`config.mk`:
```
export PLATFORM = sky130hd
export DESIGN_NAME = fifosc_param
export DESIGN_NICKNAME = d
export VERILOG_FILES = /design/src/rtl/fifosc_param.sv
export SDC_FILE = /design/constraint.sdc
export NUM_CORES = 1
export LEC_CHECK = 0
export ABC_AREA = 1
export CORE_ASPECT_RATIO = 0.5
export CORE_UTILIZATION = 25
export DETAILED_ROUTE_END_ITERATION = 8
export SKIP_CTS_REPAIR_TIMING = 1
export SLEW_MARGIN = 0
export SYNTH_ARGS = -nofsm -noshare
export SYNTH_HDL_FRONTEND = slang
export SYNTH_SLANG_ARGS = --single-unit
```
`constraint.sdc`:
```
create_clock -name clk -period 2.4 [get_ports clk]
set_clock_uncertainty 0.05 [all_clocks]
set_input_delay 0.72 -clock clk [delete_from_list [all_inputs] [get_ports clk]]
set_output_delay 0.72 -clock clk [all_outputs]
set_load 0.01 [all_outputs]
```
`src/rtl/fifosc_param.sv`:
```
// Parametrised single-clock FIFO: registered dout one clock after remove, with occupancy count and threshold flags.
// No backpressure: an insert when full is dropped (overflow pulse); a remove when empty holds dout (underflow pulse).
module fifosc_param #(
  parameter int DATA_WIDTH    = 8,
  parameter int ADDR_WIDTH    = 3,
  parameter int AFULL_THRESH  = (1 << ADDR_WIDTH) - 2,
  parameter int AEMPTY_THRESH = 2
) (
  input  logic                  clk,
  input  logic                  rst_n,
  input  logic                  flush,
  input  logic                  insert,
  input  logic                  remove,
  input  logic [DATA_WIDTH-1:0] din,
  output logic [DATA_WIDTH-1:0] dout,
  output logic                  empty,
  output logic                  full,
  output logic                  almost_empty,
  output logic                  almost_full,
  output logic [ADDR_WIDTH:0]   count,
  output logic                  overflow,
  output logic                  underflow
);

  localparam int DEPTH = 1 << ADDR_WIDTH;
  localparam logic [ADDR_WIDTH:0]   DEPTH_C  = DEPTH[ADDR_WIDTH:0];
  localparam logic [ADDR_WIDTH:0]   AFULL_C  = AFULL_THRESH[ADDR_WIDTH:0];
  localparam logic [ADDR_WIDTH:0]   AEMPTY_C = AEMPTY_THRESH[ADDR_WIDTH:0];
  localparam logic [ADDR_WIDTH-1:0] PTR_ONE  = 1;
  localparam logic [ADDR_WIDTH:0]   CNT_ONE  = 1;

  logic [DATA_WIDTH-1:0] mem_q [DEPTH];

  logic [ADDR_WIDTH-1:0] wrptr_q, wrptr_d;
  logic [ADDR_WIDTH-1:0] rdptr_q, rdptr_d;
  logic [ADDR_WIDTH:0]   count_q, count_d;
  logic [DATA_WIDTH-1:0] dout_q, dout_d;
  logic                  empty_q, full_q, aempty_q, afull_q;
  logic                  ovf_q, ovf_d, unf_q, unf_d;
  logic                  wr_en;

  always_comb begin
    wrptr_d = wrptr_q;
    rdptr_d = rdptr_q;
    count_d = count_q;
    dout_d  = dout_q;
    ovf_d   = 1'b0;
    unf_d   = 1'b0;
    wr_en   = 1'b0;
    if (flush) begin
      wrptr_d = '0;
      rdptr_d = '0;
      count_d = '0;
      dout_d  = '0;
    end else begin
      unique case ({remove, insert})
        2'b01: begin
          if (full_q) begin
            ovf_d = 1'b1;
          end else begin
            wr_en   = 1'b1;
            wrptr_d = wrptr_q + PTR_ONE;
            count_d = count_q + CNT_ONE;
          end
        end
        2'b10: begin
          if (empty_q) begin
            unf_d = 1'b1;
          end else begin
            dout_d  = mem_q[rdptr_q];
            rdptr_d = rdptr_q + PTR_ONE;
            count_d = count_q - CNT_ONE;
          end
        end
        2'b11: begin
          // On empty the word bypasses storage; otherwise read and write share the cycle, so a full FIFO never overflows here.
          if (empty_q) begin
            dout_d = din;
          end else begin
            dout_d  = mem_q[rdptr_q];
            wr_en   = 1'b1;
            wrptr_d = wrptr_q + PTR_ONE;
            rdptr_d = rdptr_q + PTR_ONE;
          end
        end
        default: ;
      endcase
    end
  end

  always_ff @(posedge clk or negedge rst_n) begin
    if (!rst_n) begin
      wrptr_q  <= '0;
      rdptr_q  <= '0;
      count_q  <= '0;
      dout_q   <= '0;
      empty_q  <= 1'b1;
      full_q   <= 1'b0;
      aempty_q <= 1'b1;
      afull_q  <= (AFULL_C == '0);
      ovf_q    <= 1'b0;
      unf_q    <= 1'b0;
    end else begin
      wrptr_q  <= wrptr_d;
      rdptr_q  <= rdptr_d;
      count_q  <= count_d;
      dout_q   <= dout_d;
      empty_q  <= (count_d == '0);
      full_q   <= (count_d == DEPTH_C);
      aempty_q <= (count_d <= AEMPTY_C);
      afull_q  <= (count_d >= AFULL_C);
      ovf_q    <= ovf_d;
      unf_q    <= unf_d;
    end
  end

  always_ff @(posedge clk) begin
    if (wr_en) begin
      mem_q[wrptr_q] <= din;
    end
  end

  assign dout         = dout_q;
  assign empty        = empty_q;
  assign full         = full_q;
  assign almost_empty = aempty_q;
  assign almost_full  = afull_q;
  assign count        = count_q;
  assign overflow     = ovf_q;
  assign underflow    = unf_q;

endmodule
```
Word level (Yosys, flattened, before mapping)
Memories as Yosys holds them, arrays and structs flattened.
Index checks and enable logic that the tools add are counted.

storage, ports and cells
  register bits = 24
  latch bits = 0
  memories = 1
  memory bits (writable) = 64
  output and inout bits = 18
  bits in read-only memories = 0
  input port bits = 13
  logic and storage cells = 60

cells by class
  multipliers = 0
  bitwise gates (word level) = 0
  div/mod/pow operators = 0
  shifts and indexed selects = 0
  reductions and logical operators = 8
  $lt $le $gt $ge = 2
  eq/ne operators = 8
  $add $sub $neg = 4
  mux-type cells = 27

memory list
  memory  depth  bits a word  rd ports  clocked after Yosys merged registers in  write ports  line  text
  mem_q   8      8            1         0                                        1            32    logic [DATA_WIDTH-1:0] mem_q [DEPTH];

operator list
  cell                                                                                  count
  8-bit 2-to-1 mux                                                                      3
  3-bit 2-to-1 mux                                                                      6
  8-bit case mux with 2 select lines                                                    1
  4-bit 2-to-1 mux                                                                      3
  1-bit 2-to-1 mux                                                                      11
  3-bit != test (second input constant)                                                 3
  4-bit case mux with 2 select lines                                                    1
  3-bit by 1-bit adder with 3-bit output (second input constant)                        2
  3-bit case mux with 2 select lines                                                    1
  3-bit nonzero test                                                                    2
  4-bit by 1-bit adder with 4-bit output (second input constant)                        1
  2-bit equality test (second input constant)                                           2
  4-bit equality test (second input constant)                                           1
  4-bit by 3-bit greater-or-equal comparator with 1-bit output (second input constant)  1
  4-bit by 2-bit <= comparator with 1-bit output (second input constant)                1
  4-bit zero test                                                                       1
  2-bit AND reduction                                                                   2
  4-bit by 1-bit subtractor with 4-bit output (second input constant)                   1
  3-bit AND reduction                                                                   1
  2-bit by 1-bit equality test with 1-bit output (second input constant)                1
  2-bit != test (second input constant)                                                 1
  1-bit case mux with 2 select lines                                                    1
  2-bit nonzero test                                                                    1
  2-bit OR reduction                                                                    1

Longest topological paths before layout
  word-level depth = 5
  mapped depth = 9
  depth with buffers taken out = 9

Least setup slack after synthesis
Ideal clock, no wire load.

  path kind = input to register
  start = input remove
  end = memory mem_q[0][0] (enable)
  slack = 73 ps
  buffers on the path = 0
  arrival = 1894 ps
  library setup time = 383 ps
  stages = 6
  required time = 1967 ps
  path through = inv_1 -> ha_1 -> nand2_1 -> o21ai_0 -> nand2_1 -> nor3_1

between the ends
  word-level cells in the longest chain between the ends = 5
  elaborated cells between the ends (all ways) = 6
  those cells by class = eq/ne: 2; mux: 4

ends and longest elaborated chain
  what                                                                                          line  text
  start: declaration                                                                            13    input logic remove,
  2-bit equality test / 2-bit by 1-bit equality test with 1-bit output (equally long branches)  56    unique case ({remove, insert})
  1-bit case mux with 2 select lines (*)                                                        56
  1-bit 2-to-1 mux (*)                                                                          50    if (flush) begin
  1-bit 2-to-1 mux (*)                                                                          118   if (wr_en) begin
  1-bit 2-to-1 mux (not written as such) (*)                                                    119   mem_q[wrptr_q] <= din;
  end: declaration                                                                              32

Every way passes the cells marked *; elsewhere a longest branch is shown, timed or not.

Worst setup path in the final report
  start = register empty_q, in the netlist empty
  end = output empty

RTL lines
  what                      line  text
  start: declaration        38    logic empty_q, full_q, aempty_q, afull_q;
  start signal: assignment  108   empty_q <= (count_d == '0);
  end: declaration          16    output logic empty,

No word-level cell between the ends.

==> impl_results.md <==
- Post-route ant nets: 0
- Worst EP required: 1630 ps
- Crit path DAT: roughly 1500 ps
- Startpoint types: flip-flop
- Num CTS Buffers: 9
- CTS tree: built
- Worst vdd ir: about 0.33 mV
- Mapped cell area: ~0.0039 mm²
- Placeable Area: 0.01482 mm²
- Area Overhead vs Synth: 24.76%
- Seq/Total Area, Yosys: between 60% and 70%
- RSZ-0062 raised after global routing: false
- DPL Wire Length: 6496 µm
- Pre-antenna DRT Iters: 4
- Area of the multi-input gates: 0.001149 mm²
- DRT iter0 DRCs: 235
- Detailed Route WL: 9189 µm
- Commonest non-fill, non-tap cell in the layout: nand2_1
- WS Path Type: reg2out
- Critical path buffers and inverters: 1
- Slew @ Worst Pin: 432.8 ps
- # rows: 31
- Initial antenna violation count: 0
- Post-layout util: 32.81%
- Grt ovf: 0
- Worst min path class: reg2reg
- Fmax: ~440 MHz
- Final min period: 2277 ps
- Die W: 178.6 µm
- Layout Nets: 457
- DR WL/cell: ~14 µm
- Syn Area/Cell: 10.23 µm²
- Status: finished, final reports clean
- Post-Syn Instances: 381
- Most frequent cells in the layout: nand2_1, nand3_1, edfxtp_1
- Die area: 0.01612 mm²
- Pwr Density: 791.4 mW/mm²
- Clock latency on the worst-skew pair: 340 ps
- Vias: 2,813
- Delay-heaviest family, CP: flip-flops
- Crit path cell chain: clkdlybuf4s50_1
- First-pass GRT wire length: 14,790 µm
- Initial core utilization: 26.30%
- Setup_tns: 0 ps
- Period utilization: 94.87%
- Number of clock sinks: 88
- Die H: 90.28 µm
- GRT Total Usage: 12.20%
- Fin. max-slew vios: 0
- Ports: 31
- Final Hold Vio Count: 0
- Slew headroom: 71.06%
- Worst-path fanout max: 7
- Vias in the first global route: 2,716
- Synth unique cells: 24
- Flops & latches, synth: 88
- Hold_sp: dout[5]
- Clk pin slew, worst setup/hold paths: 70 ps
- Yosys warns: 0
- Vias per cell: 4.395
- Hold Path End: dout[5]
- IO buf count: 30
- Largest net degree at the start of global routing: 35
- H-Tree Depth: 3
- Max stage delay on crit path: approximately 610 ps
- Longest Clk Path Bufs: 2
- R2r endpoint: mem_q[0][0]
- R2R depth: 6
- Max stage delay cell, worst path: dfstp_2
- Max-cap check violation count: 0
- Worst R2R Start: full
- R2R setup slack: between 600 and 700 ps
- Leakage: 1.947 nW
- Syn Nets: 401
- Ant. Diodes: 0
- # fillers: approximately 1,500
- Number of remaining DRC errors: 0
- Layout cells sized above 1: 13.12%
- Final Power: approximately 3.8 mW
- CTS Root Cell: clkbuf_16
- Hold path cells: 2
- CP Capture Type: output pin
- Reg area: 0.002525 mm²
- Setup violators final: 0
- Placer congestion estimate: around 0.86
## through the flow
step                      instances  area, µm²  setup WS (ps)  hold slack (ps)
final                           640       4861          123.2            473.8
after detailed placement        624       4571         -327.3            463.6
after global placement          624       4571         -287.0            465.1
after global routing            640       4861          28.18            500.0
after floorplan                 381       3896          72.75            374.4
after CTS                       640       4861          30.92            476.7
## Yosys cell counts (all sizes together)
cell / count / area share (%)
nand4: 1 / 0.16
a21oi: 6 / 0.87
edfxtp: 64 / 49
dfstp: 2 / 1.3
inv: 32 / 3.1
nor2: 29 / 2.9
nand3b: 1 / 0.19
ha: 7 / 2.2
buf: 13 / 2.5
nand2: 105 / 10
dfrtp: 22 / 14
o21ai: 19 / 2.4
nand3: 75 / 9.9
clkinv: 1 / 0.096
nor3: 4 / 0.51
## flip-flops by register name, summed over array words and instances (netlist names)
register / count
underflow: 1
count: 4
rdptr_q: 3
full: 1
mem_q: 64
almost_full: 1
dout: 8
empty: 1
almost_empty: 1
wrptr_q: 3
overflow: 1
## where the power goes
part	internal [mW]	total, mW	leakage [nW]	switching, mW
logic	0.274	0.731	0.919	0.456
clock network	0.742	1.35	0.133	0.606
registers	1.71	1.77	0.894	0.0564
## worst max-delay path by stage
stage	slack, ps	startpoint	cells after the start	end
after floorplan	70	remove	6	mem_q[0][0]
after global placement	-290	insert	7	mem_q[4][0]
after detailed placement	-330	insert	7	mem_q[0][0]
after CTS	30	insert	7	mem_q[0][2]
after global routing	30	remove	7	mem_q[3][3]
final	120	empty	1	empty
## tightest hold or removal path, stage by stage (launching register included)
cell	delay [ps]
dfrtp_1	370
inv_1	50
o21ai_1	60
## area by class of cell
class,count,area share [%]
Multi-Input combinational cell,247,23.63
Clock buffer,10,4.916
Sequential cell,88,51.94
Tap cell,198,5.097
Timing Repair Buffer,58,10.76
Clock inverter,6,1.055
Inverter,33,2.600
## layer usage
metal,vias up,GRT usage [%],part of all wire [%]
met2,64,18.12,45
met1,1342,17.58,49
met5,-,0,0
li1,1398,-,-
met4,0,2.754,1.1
met3,9,3.283,4.8
## cells by family after synthesis
| group | synth area share [%] |
|---|---|
| AOI/OAI and AO/OA | 3.308 |
| adders and majority gates | 2.248 |
| buffers and inverters | 5.716 |
| and+or+nand+nor | 23.92 |
| DFF | 64.80 |
No activity file was read; power rests on OpenSTA's default activity.
